<file path="src/rtl/seg_pkg.sv">
// Shared definitions for the segment scan controller: opcodes, FSM states
// and the hex-to-7-segment table ({a,b,c,d,e,f,g}, a in bit 6).
package seg_pkg;

  localparam logic [1:0] OP_ADD = 2'b00;
  localparam logic [1:0] OP_OR  = 2'b01;
  localparam logic [1:0] OP_SUB = 2'b10;
  localparam logic [1:0] OP_XOR = 2'b11;

  typedef enum logic {
    ST_IDLE = 1'b0,
    ST_EXEC = 1'b1
  } state_e;

  // Entry N sits at [N]; the list below runs from F down to 0.
  localparam logic [15:0][6:0] SEG_TABLE = {
    7'b1000111, 7'b1001111, 7'b0111101, 7'b1001110,
    7'b0011111, 7'b1110111, 7'b1111011, 7'b1111111,
    7'b1110000, 7'b1011111, 7'b1011011, 7'b0110011,
    7'b1111001, 7'b1101101, 7'b0110000, 7'b1111110
  };

endpackage

</file>
<file path="src/rtl/seg_hex_decode.sv">
// Combinational 4-bit value to 7-segment pattern lookup.
module seg_hex_decode
  import seg_pkg::*;
(
  input  logic [3:0] val_i,
  output logic [6:0] seg_o
);

  assign seg_o = SEG_TABLE[val_i];

endmodule

</file>
<file path="src/rtl/seg_scan_ctrl.sv">
// Request-driven 4-bit ALU feeding a digit buffer that is scanned onto a
// multiplexed 7-segment display. Optional: SEG_LEADING_ZERO_BLANK_EN.
module seg_scan_ctrl
  import seg_pkg::*;
#(
  parameter int NUM_DIGITS  = 4,
  parameter int REFRESH_DIV = 1000
) (
  input  logic                          clk,
  input  logic                          rst,
  input  logic                          req_valid,
  output logic                          req_ready,
  input  logic [3:0]                    req_a,
  input  logic [3:0]                    req_b,
  input  logic [1:0]                    req_op,
  input  logic [$clog2(NUM_DIGITS)-1:0] req_digit,
  input  logic                          disp_en,
  output logic [6:0]                    seg_out,
  output logic [NUM_DIGITS-1:0]         digit_sel
);

  localparam int DIG_W = $clog2(NUM_DIGITS);
  localparam int CNT_W = (REFRESH_DIV > 1) ? $clog2(REFRESH_DIV) : 1;

  function automatic logic [3:0] alu_fn(input logic [3:0] a,
                                        input logic [3:0] b,
                                        input logic [1:0] op);
    logic [3:0] r;
    case (op)
      OP_ADD:  r = a + b;
      OP_SUB:  r = a - b;
      OP_OR:   r = a | b;
      default: r = a ^ b;
    endcase
    return r;
  endfunction

  state_e                  state_q, state_d;
  logic                    accept;
  logic [3:0]              a_q, b_q;
  logic [1:0]              op_q;
  logic [DIG_W-1:0]        dig_q;
  logic                    wr_en;
  logic [3:0]              wr_val;
  logic [3:0]              buf_q [NUM_DIGITS];
  logic [NUM_DIGITS-1:0]   written_q;
  logic [CNT_W-1:0]        cnt_q, cnt_d;
  logic [DIG_W-1:0]        scan_q, scan_d;
  logic [3:0]              cur_val;
  logic                    cur_wr;
  logic                    blank;
  logic [6:0]              dec_seg;
  logic [6:0]              seg_q, seg_d;
  logic [NUM_DIGITS-1:0]   sel_q, sel_d;

  // Request FSM
  always_comb begin
    state_d   = state_q;
    req_ready = 1'b0;
    accept    = 1'b0;
    case (state_q)
      ST_IDLE: begin
        req_ready = 1'b1;
        if (req_valid) begin
          accept  = 1'b1;
          state_d = ST_EXEC;
        end
      end
      ST_EXEC: state_d = ST_IDLE;
      default: state_d = ST_IDLE;
    endcase
  end

  always_ff @(posedge clk) begin
    if (rst) state_q <= ST_IDLE;
    else     state_q <= state_d;
  end

  always_ff @(posedge clk) begin
    if (accept) begin
      a_q   <= req_a;
      b_q   <= req_b;
      op_q  <= req_op;
      dig_q <= req_digit;
    end
  end

  // Execute and buffer write; out-of-range targets execute but drop the write
  assign wr_en  = (state_q == ST_EXEC) && (32'(dig_q) < NUM_DIGITS);
  assign wr_val = alu_fn(a_q, b_q, op_q);

  always_ff @(posedge clk) begin
    if (rst) begin
      for (int i = 0; i < NUM_DIGITS; i++) buf_q[i] <= 4'h0;
      written_q <= '0;
    end else if (wr_en) begin
      buf_q[dig_q]     <= wr_val;
      written_q[dig_q] <= 1'b1;
    end
  end

  // Scanner
  always_comb begin
    cnt_d  = cnt_q + 1'b1;
    scan_d = scan_q;
    if (cnt_q == CNT_W'(REFRESH_DIV - 1)) begin
      cnt_d  = '0;
      scan_d = (scan_q == DIG_W'(NUM_DIGITS - 1)) ? '0 : scan_q + 1'b1;
    end
  end

  always_ff @(posedge clk) begin
    if (rst) begin
      cnt_q  <= '0;
      scan_q <= '0;
    end else begin
      cnt_q  <= cnt_d;
      scan_q <= scan_d;
    end
  end

  assign cur_val = buf_q[scan_q];
  assign cur_wr  = written_q[scan_q];

  seg_hex_decode u_dec (
    .val_i (cur_val),
    .seg_o (dec_seg)
  );

`ifdef SEG_LEADING_ZERO_BLANK_EN
  // Blank while this and every higher digit hold zero or are unwritten
  always_comb begin
    blank = 1'b1;
    for (int i = 0; i < NUM_DIGITS; i++) begin
      if ((i >= int'(scan_q)) && written_q[i] && (buf_q[i] != 4'h0)) blank = 1'b0;
    end
    if ((scan_q == '0) && cur_wr) blank = 1'b0;
  end
`else
  assign blank = 1'b0;
`endif

  // Output register
  always_comb begin
    seg_d = '0;
    sel_d = '0;
    if (disp_en) begin
      sel_d = {{(NUM_DIGITS-1){1'b0}}, 1'b1} << scan_q;
      if (cur_wr && !blank) seg_d = dec_seg;
    end
  end

  always_ff @(posedge clk) begin
    if (rst) begin
      seg_q <= '0;
      sel_q <= '0;
    end else begin
      seg_q <= seg_d;
      sel_q <= sel_d;
    end
  end

  assign seg_out   = seg_q;
  assign digit_sel = sel_q;

endmodule

</file>
<file path="config.mk">
export PLATFORM = sky130hd
export DESIGN_NAME = seg_scan_ctrl
export DESIGN_NICKNAME = d
export VERILOG_FILES = /design/src/rtl/seg_pkg.sv /design/src/rtl/seg_hex_decode.sv /design/src/rtl/seg_scan_ctrl.sv
export SDC_FILE = /design/constraint.sdc
export NUM_CORES = 1
export LEC_CHECK = 0
export CAP_MARGIN = 15
export CORE_UTILIZATION = 50
export DETAILED_ROUTE_END_ITERATION = 10
export GPL_ROUTABILITY_DRIVEN = 0
export PLACE_DENSITY = 0.71
export SLEW_MARGIN = 5
export SYNTH_ARGS = -nofsm -noshare
export SYNTH_HDL_FRONTEND = slang
export SYNTH_HIERARCHICAL = 1
export SYNTH_SLANG_ARGS = --single-unit
</file>
<file path="constraint.sdc">
create_clock -name clk -period 2.9 [get_ports clk]
set_clock_uncertainty 0.05 [all_clocks]
set_input_delay 0.58 -clock clk [delete_from_list [all_inputs] [get_ports clk]]
set_output_delay 0.58 -clock clk [all_outputs]
set_load 0.005 [all_outputs]
</file>
### Yosys cells after proc, flatten, opt, wreduce, memory -nomap -nowiden

Memory sizes are Yosys's and may differ from the RTL's. A register that Yosys moved wholly into a read port is not among the register bits.
Index checks and enable logic that the tools add are counted.
Widths: inputs -> output; s select.

| storage, ports and cells | value |
|---|---|
| memories kept | 2 |
| memory bits (writable) | 16 |
| logic and storage cells | 55 |
| register bits after elaboration | 33 |
| output and inout bits | 12 |
| memory bits (read-only) | 112 |

| cells by class | value |
|---|---|
| $add $sub $neg | 4 |
| multiplexer cells | 20 |
| reductions and logical operators | 6 |
| magnitude comparators | 3 |
| bitwise operators | 6 |
| shift-type cells | 1 |
| eq/ne operators | 4 |

Memory list:

| memory | depth | bits a word | rd ports | clocked after memory_dff | write ports | RTL line | source |
|---|---|---|---|---|---|---|---|
| (name not given) | 16 | 7 | 1 | 1 | 0 | seg_hex_decode.sv:9 | `assign seg_o = SEG_TABLE[val_i];` |
| buf_q | 4 | 4 | 1 | 1 | 4 | seg_scan_ctrl.sv:45 | `logic [3:0] buf_q [NUM_DIGITS];` |

Operators with widths:

| cell | count |
|---|---|
| $pmux 4 s3 | 1 |
| $mux 1 | 11 |
| $add 10x1->10 const B | 1 |
| $eq 10x10->1 const B | 1 |
| $mux 2 | 4 |
| $or 4x4->4 | 2 |
| $lt 2x3->1 const B | 2 |
| $add 4x4->4 | 1 |
| $eq 2x2->1 const B | 2 |
| $mux 4 | 1 |
| $reduce_or 2->1 | 2 |
| $reduce_or 4->1 | 1 |
| $shl 1x2->4 const A | 1 |
| $sub 4x4->4 | 1 |
| $xor 4x4->4 | 1 |
| $not 1->1 | 3 |
| $reduce_or 3->1 | 1 |
| $add 2x1->2 const B | 1 |
| $bmux 1 s2 | 1 |
| $demux 1 s2 | 1 |
| $eq 2x1->1 const B | 1 |
| $ge 2x1->1 const B | 1 |
| $logic_not 2->1 | 1 |
| $pmux 1 s2 | 1 |
| $logic_and 1x1->1 | 1 |

### Logic depth before layout (Yosys ltp)

Gate-level depths: netlist of run 1.

| logic depth | value |
|---|---|
| word-level depth | 5 |
| mapped depth | 10 |
| mapped depth without buffers | 10 |

### Cells and area by module

The synthesis of run 1 kept the hierarchy.

Modules (own cells, without submodules):

| module | instances | cells an instance | area each (sq um) |
|---|---|---|---|
| seg_scan_ctrl | 1 | 211 | 2522.4 |
| seg_hex_decode | 1 | 33 | 287.8 |

### Least setup slack after synthesis of run 1

OpenSTA, ideal clock, no wires.

| timing path | value |
|---|---|
| kind | register to register |
| from | register op_q[0] |
| to | memory buf_q[3][3], data pin |
| slack | 435 ps |
| arrival | 2141 ps |
| stages on the path, launching flop included | 9 |
| buffers on the path | 0 |
| period minus slack after synthesis | 2465 ps |
| cell sequence | edfxtp_1 -> nand2b_1 -> o21ai_0 -> inv_1 -> ha_1 -> nor2b_1 -> o21ai_0 -> o2111a_1 -> nor3b_1 |

RTL lines:

| element | RTL line | source |
|---|---|---|
| from (decl) | seg_scan_ctrl.sv:41 | `logic [1:0] op_q;` |
| from (signal assigned) | seg_scan_ctrl.sv:83 | `op_q <= req_op;` |
| to (decl) | seg_scan_ctrl.sv:45 |  |

==> results of run 1 <==
## critical path, cell delays in order, from the launching register on
cell and delay, ps:
edfxtp_1 460, nand2b_1 160, o21ai_0 320, inv_1 80, ha_1 270, nor2b_1 120, o21ai_0 390, o2111a_1 380
nor3b_1 80
## cell usage after synthesis, types with 2 or more instances
cell type / instances
a211o_2: 2
a21oi_1: 6
a22oi_1: 2
a31oi_1: 2
and2_1: 8
and3_1: 3
and4b_1: 2
buf_6: 3
clkbuf_1: 2
dfxtp_1: 30
edfxtp_1: 28
ha_1: 17
inv_1: 23
mux2_2: 3
mux2i_1: 3
mux4_2: 6
nand2_1: 11
nand2b_1: 7
nand3_1: 5
nor2_1: 26
nor2b_1: 6
nor3_1: 2
nor3b_1: 3
nor4b_2: 2
o21ai_0: 9
or2_2: 2
or3_1: 3
xnor2_1: 5
xor2_1: 3
## final timing paths
path                                                start                        end  slack, ps
worst max-delay path                    op_q[1]$_DFFE_PP_      buf_q[3][3]$_DFFE_PP_        330
worst min register to register  written_q[1]$_SDFFE_PP0P_  written_q[1]$_SDFFE_PP0P_        420
worst max register to register          op_q[1]$_DFFE_PP_      buf_q[3][3]$_DFFE_PP_        330
worst min-delay path            written_q[1]$_SDFFE_PP0P_  written_q[1]$_SDFFE_PP0P_        420
## registers in the layout, indices dropped and copies added, names as in the netlist, 4 cells and up, named ones only
register,flops
digit_sel,4
buf_q,16
b_q,4
a_q,4
written_q,4
cnt_q,10
seg_out,7
## placed cells by master (no fill, tap or decap), drive strengths merged, types with 2 or more instances in the layout
| cell type | netlist | routed |
|---|---|---|
| nand2 | 11 | 11 |
| a22oi | 2 | 2 |
| mux4 | 6 | 6 |
| xor2 | 3 | 3 |
| nor2 | 26 | 26 |
| a31oi | 2 | 2 |
| and3 | 4 | 4 |
| clkdlybuf4s50 | 0 | 27 |
| mux2 | 4 | 4 |
| o21ai | 9 | 9 |
| nor3 | 3 | 3 |
| nor4b | 2 | 2 |
| clkbuf | 2 | 12 |
| buf | 3 | 2 |
| a21oi | 6 | 6 |
| clkinv | 0 | 3 |
| and4b | 2 | 2 |
| nor2b | 6 | 6 |
| a211o | 2 | 2 |
| nand3 | 5 | 5 |
| or2 | 2 | 2 |
| nor3b | 3 | 3 |
| dfxtp | 30 | 30 |
| mux2i | 3 | 3 |
| xnor2 | 5 | 5 |
| nand2b | 7 | 7 |
| ha | 17 | 17 |
| inv | 24 | 25 |
| and2 | 8 | 8 |
| or3 | 4 | 4 |
| edfxtp | 28 | 28 |
## logic make-up (layout without fill, tap and decap cells)
group,count (synthesis),count (layout),synth area share (%)
adder cells (fa/ha/maj),18,18,8.28
XOR/XNOR,8,8,2.49
AO/OA/AOI/OAI,31,31,8.10
AND/OR/NAND/NOR,87,87,17.7
buffers and inverters,29,69,4.67
multiplexers,13,13,7.48
flip-flops,58,58,51.3
## area by class of cell
class                           count  area [µm²]  share of cell area (%)
Timing Repair Buffer               29         285                    8.54
Clock buffer                       12         176                    5.28
Inverter                           24        90.1                    2.70
Tap cell                           70        87.6                    2.62
Sequential cell                    58        1440                    43.2
Clock inverter                      4        21.3                   0.637
Multi-Input combinational cell    157        1240                    37.1
## report_power, final
part	internal (mW)	total [mW]	switching [mW]
combinational	0.0799	0.162	0.0825
clock	0.404	0.720	0.316
sequential	0.890	0.906	0.0159
total	1.37	1.79	0.414
## per-layer routing
layer  GRT usage, %  vias to the layer above  wire [µm]
li1               -                      926          -
met1           18.6                      841       1940
met2           29.6                       39       2210
met3           8.57                        7        202
met4           6.23                        0         69
met5              0                        -          0
## metrics by stage
| step | hold slack (ps) | instances | cell area (µm²) | utilization [%] | total power [mW] |
|---|---|---|---|---|---|
| 6_report | 423 | 354 | 3340 | 63.4 | 1.79 |
| 5_1_grt | 456 | 354 | 3340 | 63.4 | 1.87 |
| 4_1_cts | 423 | 354 | 3340 | 63.4 | 1.81 |
| 3_5_place_dp | 411 | 338 | 3140 | 59.6 | 1.09 |
| 3_3_place_gp | 377 | 338 | 3140 | 59.6 | 1.08 |
| 2_1_floorplan | 363 | 244 | 2810 | - | 1.03 |
==> metrics.md, run 1 <==
| Metric | Value |
|---|---|
| Worst endpoint required time | 2920 ps |
| Gate Count Post-Synth | 244 |
| Status | finished clean |
| Initial Util | 53.3% |
| Post-Syn Area | about 2800 µm² |
| Worst-Margin Slew | 504 ps |
| Core Region | 5270 µm² |
| Critical path startpoint category | flip-flop |
| Synthesis Warnings | 6 |
| CTS Buf Count | 9 |
| Die width | 77.0 µm |
| RSZ-0062 raised after global routing | no |
| Initial antenna violation count | 0 |
| Register area share after synthesis | 51.3% |
| Reg2Reg Depth | 8 |
| GR Util All Layers | 17.4% |
| Synth area leader | edfxtp_1 |
| Rows | 26 |
| Fmax | 0.389 GHz |
| Shortest period the worst path allows | between 2000 and 3000 ps |
| Final #Nets | 313 |
| PwrDens | between 500 and 600 nW/µm² |
| CTS tree | yes |
| Synth area leaders | edfxtp_1, dfxtp_1, ha_1 |
| Setup violations, final | 0 |
| Worst Hold Class | reg -> reg |
| Residual DRC | 0 |
| Post-DR vias/cell | 5.12 |
| Post-synth EDFFs | 28 |
| Clk slew on worst S/H paths | 60 ps |
| Largest net degree at the start of global routing | 20 |
| Async set-reset flop share out of synthesis | 0% |
| Post-synth top area share | between 20% and 30% |
| Slew HR | 66.0% |
| Crit Path Class | reg -> reg |
| Worst setup margin | approximately 330 ps |
| Syn_area_per_cell | around 12 µm² |
| Inserted Diodes | 0 |
| CTS sink cnt | 58 |
| DP HPWL | 3.26 mm |
| Post-synth top flop | dfxtp_1 |
| Peak VDD IR | approximately 0.34 mV |
| Max FO, Critical Path | 8 |
| Dpl ws | 334 ps |
| Crit. End Element | flip-flop |
| Clk buf depth | 2 |
| Leakage | 1.31 nW |
| Hold path depth | 2 |
| H-Tree Depth | 3 |
| Root Driver | clkbuf_8 |
| Fin. max-slew vios | 0 |
| Post-route ant nets | 0 |
| Post-CTS Setup Bufs | 0 |
| First-pass GRT wire length | 7.69 mm |
| Synth Net Count | 278 |
| Fin. Hold Viols | 0 |
| Arr. time, crit path | 2590 ps |
| Layout area overhead | 18.8% |
| # resized after CTS | 0 |
| Avg WL per Cell | 12.5 µm |
| Grt ovf | 0 |
| Vias | between 1500 and 2000 |
| Netlist cell types | 49 |
| Final Cycle Share | 88.6% |
| Port bufs | 27 |
| Layout cell share with drive strength beyond 1 | 14.8% |
| Vias in the first global route | 1742 |
| 1st-iter DRT viols | 44 |
| Setup TNS | 0 ps |
| Routed WL | between 4 and 5 mm |
| Die Area | between 5000 and 6000 µm² |
| Yosys reg bits | 58 |
| First-pass DRT Iterations | 4 |
| Filler Cells Inserted | 456 |
| Die Ht | 77.0 µm |
| Worst-skew pair later-pin latency | 340 ps |
| Io pins | 28 |
| # hold bufs at CTS | 0 |
| Max Cap Viol | 0 |
Note: power is estimated with default switching activity, not from simulation.
==> run 2: changes to the inputs <==
--- a/config.mk
+++ b/config.mk
@@ -6,10 +6,11 @@
 export NUM_CORES = 1
 export LEC_CHECK = 0
 export CAP_MARGIN = 15
+export CORE_ASPECT_RATIO = 0.6
 export CORE_UTILIZATION = 50
 export DETAILED_ROUTE_END_ITERATION = 10
 export GPL_ROUTABILITY_DRIVEN = 0
-export PLACE_DENSITY = 0.71
+export PLACE_DENSITY = 0.67
 export SLEW_MARGIN = 5
 export SYNTH_ARGS = -nofsm -noshare
 export SYNTH_HDL_FRONTEND = slang
==> metrics.md, run 2 (synthesis gave the netlist of run 1 again) <==
| Metric | Value |
|---|---|
| First-pass DRT Iterations | 4 (unchanged) |
| Slew HR | 64.7% (-1.4 points) |
| Inserted Diodes | 0 (unchanged) |
| Layout area overhead | 18.8% (unchanged) |
| Crit. End Element | flip-flop |
| Reg with most FFs | buf_q |
| Start point of the critical path | op_q[1]$_DFFE_PP_ |
| Hold Slack | 391 ps (-31.5 ps) |
| Max Cap Viol | 0 (unchanged) |
| Die Area | 5930 µm² (+0.16%) |
| Vias | 1763 (-2.8%) |
| DP HPWL | 3.53 mm (+8.2%) |
| Clk buf depth | 2 (unchanged) |
| Final Cycle Share | 88.7% (about the same) |
| Critical path startpoint category | flip-flop |
| CTS Buf Count | 9 (unchanged) |
| First-pass GRT wire length | 7.86 mm (+2.2%) |
| Core Region | 5230 µm² (-0.76%) |
| Fin. max-slew vios | 0 (unchanged) |
| Layout cell share with drive strength beyond 1 | 14.1% (-0.70 points) |
| Initial Util | 53.7% (+0.41 points) |
| RR Startpoint | op_q[1]$_DFFE_PP_ |
| Arr. time, crit path | 2590 ps (about the same) |
| Rows | 20 (-23%) |
| Setup TNS | 0 ps (unchanged) |
| Routed WL | 4.76 mm (+7.6%) |
| H-Tree Depth | 3 (unchanged) |
| Die Ht | 60.1 µm (-22%) |
| Grt ovf | 0 (unchanged) |
| Io pins | 28 (unchanged) |
| Worst-Margin Slew | 524 ps (+20.3 ps) |
| CTS sink cnt | 58 (unchanged) |
| Worst-skew pair later-pin latency | 340 ps (about the same) |
| # resized after CTS | 0 (unchanged) |
| Max FO, Critical Path | 8 (unchanged) |
| Fin. Hold Viols | 0 (unchanged) |
| Vias in the first global route | 1635 (-6.1%) |
| Largest net degree at the start of global routing | 20 (unchanged) |
| RSZ-0062 raised after global routing | no |
| GR Util All Layers | 18.6% (+1.2 points) |
| CP delay by family, top | compound AO/OA/AOI/OAI gates |
| FF+latch area | 1440 µm² (unchanged) |
| Min-delay src | cnt_q[0]$_SDFF_PP0_ |
| CP Cell Sequence | nand2b_1 -> o21ai_0 -> inv_1 -> ha_1 -> nor2b_1 -> o21ai_0 -> o2111a_1 -> nor3b_1 |
| Clk slew on worst S/H paths | 70 ps (about the same) |
| Worst Hold Class | reg -> reg |
| Area of the multi-input gates | 1240 µm² (unchanged) |
| Die width | 98.8 µm (+28%) |
| Setup violations, final | 0 (unchanged) |
| Post-route ant nets | 0 (unchanged) |
| CP bufs+invs | 1 (unchanged) |
| # hold bufs at CTS | 0 (unchanged) |
| Status | finished clean |
| Peak VDD IR | 0.277 mV (-18%) |
| Filler Cells Inserted | 439 (-3.7%) |
| 1st-iter DRT viols | 75 (+70%) |
| Post-CTS Setup Bufs | 0 (unchanged) |
| Root Driver | clkbuf_8 |
| Critical path's largest stage delay | 460 ps (about the same) |
| Worst endpoint required time | 2920 ps (about the same) |
| PwrDens | 542 nW/µm² (+1.3%) |
| Crit-path slowest cell | edfxtp_1 |
| Finished Core Util | 63.9% (+0.49 points) |
| Crit Path Class | reg -> reg |
| Initial antenna violation count | 0 (unchanged) |
| Post-DR vias/cell | 5.04 (-1.6%) |
| CTS tree | yes |
| Most frequent cells in the layout | dfxtp_1, edfxtp_1, clkdlybuf4s50_1, nor2_1, inv_1 |
| Leakage | 1.31 nW (-0.21%) |
| Final #Nets | 313 (unchanged) |
| Port bufs | 27 (unchanged) |
| Most common cell after layout, fill and taps aside | dfxtp_1 |
| Residual DRC | 0 (unchanged) |
| Fmax | 0.389 GHz (about the same) |
| Cell mode on critical path | o21ai_0 |
| Avg WL per Cell | 13.6 µm (+8.9%) |
| Shortest period the worst path allows | 2570 ps (+1.20 ps) |
| Max FFs per register | 16 (unchanged) |
-- run 2: changes by cell type in the layout (fill, tap and decap cells not counted), sizes merged --
cell    change
inv         -1
clkbuf      +3
clkinv      -2
-- run 2: worst paths after layout --
path	endpoint	slack, ps	cells after the start
max	buf_q[3][3]$_DFFE_PP_	330	8
min	cnt_q[0]$_SDFF_PP0_	390	1
max reg2reg	buf_q[3][3]$_DFFE_PP_	330	8
min reg2reg	cnt_q[0]$_SDFF_PP0_	390	1
-- run 2: worst reg2reg max path, stage by stage, from the launching register on --
cell      delay [ps]
edfxtp_1         460
nand2b_1         160
o21ai_0          320
inv_1             90
ha_1             270
nor2b_1          120
o21ai_0          360
o2111a_1         400
nor3b_1           80
-- run 2: per-stage QoR --
stage                     setup WS (ps)  power (mW)  cells  instance area [µm²]
after floorplan                     435        1.03    244                 2810
after global placement              402        1.08    334                 3140
after detailed placement            337        1.09    334                 3140
after CTS                           329        1.82    350                 3340
after global routing                155        1.88    350                 3340
final                               329        1.81    350                 3340
-- run 2: power by group --
part           switching [mW]  total (mW)  internal (mW)
Clock                   0.309       0.741          0.432
Combinational          0.0841       0.164         0.0797
Sequential             0.0159       0.906          0.890
Total                   0.409        1.81           1.40
-- run 2: cell type report --
class / count / area share (%)
timing repair buffer: 29 / 8.54
clock inverter: 1 / 0.150
multi-input combinational: 157 / 37.1
tap: 66 / 2.47
sequential: 58 / 43.2
inverter: 24 / 2.70
clock buffer: 15 / 5.92
-- run 2: routing by layer --
layer  vias up  track usage [%]  share of wire, %
li1        932                -                 -
met1       782             27.9                57
met2        44             23.9                36
met3         5             6.43               5.4
met4         0             7.68              0.97
met5         -                0                 0
==> run 3: changes to the inputs <==
--- a/config.mk
+++ b/config.mk
@@ -10,7 +10,7 @@
 export CORE_UTILIZATION = 50
 export DETAILED_ROUTE_END_ITERATION = 10
 export GPL_ROUTABILITY_DRIVEN = 0
-export PLACE_DENSITY = 0.67
+export PLACE_DENSITY = 0.73
 export SLEW_MARGIN = 5
 export SYNTH_ARGS = -nofsm -noshare
 export SYNTH_HDL_FRONTEND = slang
==> metrics.md, run 3 (synthesis gave the netlist of run 1 again) <==
| Metric | Value |
|---|---|
| Status | finished clean |
| Max Cap Viol | 0 (unchanged) |
| Met2 WL | 1.83 mm (+6.4%) |
| Avg WL per Cell | 13.1 µm (-3.9%) |
| Die Area | 5930 µm² (unchanged) |
| RR Endpoint | buf_q[3][3]$_DFFE_PP_ |
| DP HPWL | 3.40 mm (-3.7%) |
| Clk buf depth | 2 (unchanged) |
| Max FO, Critical Path | 8 (unchanged) |
| First-pass GRT wire length | 7.75 mm (-1.4%) |
| Most common cell after layout, fill and taps aside | dfxtp_1 |
| Vias | 1792 (+1.6%) |
| WL met1 | 2.47 mm (-9.5%) |
| First-pass DRT Iterations | 5 (+1) |
| Placed cell count | 334 (unchanged) |
| Die width | 98.8 µm (unchanged) |
| Fin. max-slew vios | 0 (unchanged) |
| Reg with most FFs | buf_q |
| CTS Buf Count | 9 (unchanged) |
| WL met3 | 227 µm (-12%) |
| Core Region | 5230 µm² (unchanged) |
| PwrDens | 548 nW/µm² (+1.0%) |
| Setup TNS | 0 ps (unchanged) |
| Hold Slack | 400 ps (+9.22 ps) |
| Initial Util | 53.7% (unchanged) |
| Crit Path Class | reg -> reg |
| Residual DRC | 0 (unchanged) |
| Setup violations, final | 0 (unchanged) |
| GR Util All Layers | 18.2% (-0.37 points) |
| Min-delay src | cnt_q[0]$_SDFF_PP0_ |
| RR Startpoint | op_q[1]$_DFFE_PP_ |
| Post-route ant nets | 0 (unchanged) |
| Port bufs | 27 (unchanged) |
| Fmax | 0.390 GHz (+0.38%) |
| Final Cycle Share | 88.3% (-0.34 points) |
| Worst-skew pair later-pin latency | 340 ps (about the same) |
| Dpl ws | 337 ps (-0.419 ps) |
| CP endpoint | buf_q[3][3]$_DFFE_PP_ |
| RSZ-0062 raised after global routing | no |
| Start point of the critical path | op_q[1]$_DFFE_PP_ |
| Initial antenna violation count | 0 (unchanged) |
| # hold bufs at CTS | 0 (unchanged) |
| Post-Layout Cell Count | 350 (unchanged) |
| Root Driver | clkbuf_8 |
| CTS sink cnt | 58 (unchanged) |
| Rows | 20 (unchanged) |
| Io pins | 28 (unchanged) |
| Peak VDD IR | 0.343 mV (+24%) |
| Reg2Reg Depth | 8 (unchanged) |
| Post-DR vias/cell | 5.12 (+1.6%) |
| Worst Hold Class | reg -> reg |
| 1st-iter DRT viols | 120 (+60%) |
| Slew HR | 62.8% (-1.9 points) |
| Die Ht | 60.1 µm (unchanged) |
| CTS tree | yes |
| Crit. End Element | flip-flop |
| Post-CTS Setup Bufs | 0 (unchanged) |
| Worst setup margin | 338 ps (+9.77 ps) |
| Max FFs per register | 16 (unchanged) |
| Highest Signal Layer | met4 |
| Clk slew on worst S/H paths | 60 ps (about the same) |
| Layout cell share with drive strength beyond 1 | 14.8% (+0.70 points) |
| Worst-Margin Slew | 553 ps (+28.6 ps) |
| Grt ovf | 0 (unchanged) |
| R2r setup slk | 340 ps (about the same) |
| Shortest period the worst path allows | 2560 ps (-9.77 ps) |
| Leakage | 1.32 nW (+0.42%) |
| Routed WL | 4.57 mm (-3.9%) |
| Largest net degree at the start of global routing | 20 (unchanged) |
| Critical path startpoint category | flip-flop |
| Final #Nets | 313 (unchanged) |
| Vias in the first global route | 1635 (unchanged) |
| Worst endpoint required time | 2920 ps (about the same) |
| H-Tree Depth | 3 (unchanged) |
| Layout area overhead | 19.4% |
| # resized after CTS | 0 (unchanged) |
| Most frequent cells in the layout | dfxtp_1, edfxtp_1, clkdlybuf4s50_1, nor2_1, inv_1 |
| Filler Cells Inserted | 424 (-3.4%) |
| Arr. time, crit path | 2580 ps (about the same) |
| Inserted Diodes | 0 (unchanged) |
| Fin. Hold Viols | 0 (unchanged) |
run 3: per-stage QoR:
step / area [µm²] / utilization [%] / power (mW)
6_report: 3350 / 64.1 / 1.84
5_1_grt: 3350 / 64.1 / 1.92
4_1_cts: 3350 / 64.1 / 1.86
3_5_place_dp: 3140 / 60.0 / 1.09
3_3_place_gp: 3140 / 60.0 / 1.08
2_1_floorplan: 2810 / - / 1.03
run 3: how the worst min path moves through the flow:
stage / end / cells past startpoint / slack (ps)
after floorplan: cnt_q[0]$_SDFF_PP0_ / 1 / 360
after global placement: cnt_q[0]$_SDFF_PP0_ / 1 / 380
after detailed placement: cnt_q[0]$_SDFF_PP0_ / 1 / 390
after CTS: cnt_q[0]$_SDFF_PP0_ / 1 / 400
after global routing: cnt_q[0]$_SDFF_PP0_ / 1 / 440
final: cnt_q[0]$_SDFF_PP0_ / 1 / 400
run 3: per-layer routing:
layer  track usage [%]  vias to the layer above
met4              7.68                        0
met5                 0                        -
met1              25.6                      825
li1                  -                      923
met3              7.95                        5
met2              24.4                       39
run 3: report_power, final:
part           total (mW)  internal (mW)  leakage, nW  switching (mW)
registers           0.906          0.890        0.526          0.0158
clock network       0.770          0.456        0.110           0.314
logic               0.163         0.0797        0.679          0.0828
run 3: critical path, stage by stage (launching register included):
cell	delay (ps)
edfxtp_1	450
nand2b_1	150
o21ai_0	350
inv_1	90
ha_1	270
nor2b_1	120
o21ai_0	350
o2111a_1	380
nor3b_1	80
run 3: final cells by class:
type                    count  area (µm²)  share of cell area, %
well taps                  66        82.6                   2.46
clock buffers              14         204                   6.08
multi-input cells         157        1240                   36.9
clock inverters             2        13.8                  0.410
inverters                  24        90.1                   2.69
flip-flops and latches     58        1440                   43.0
repair buffers             29         285                   8.50
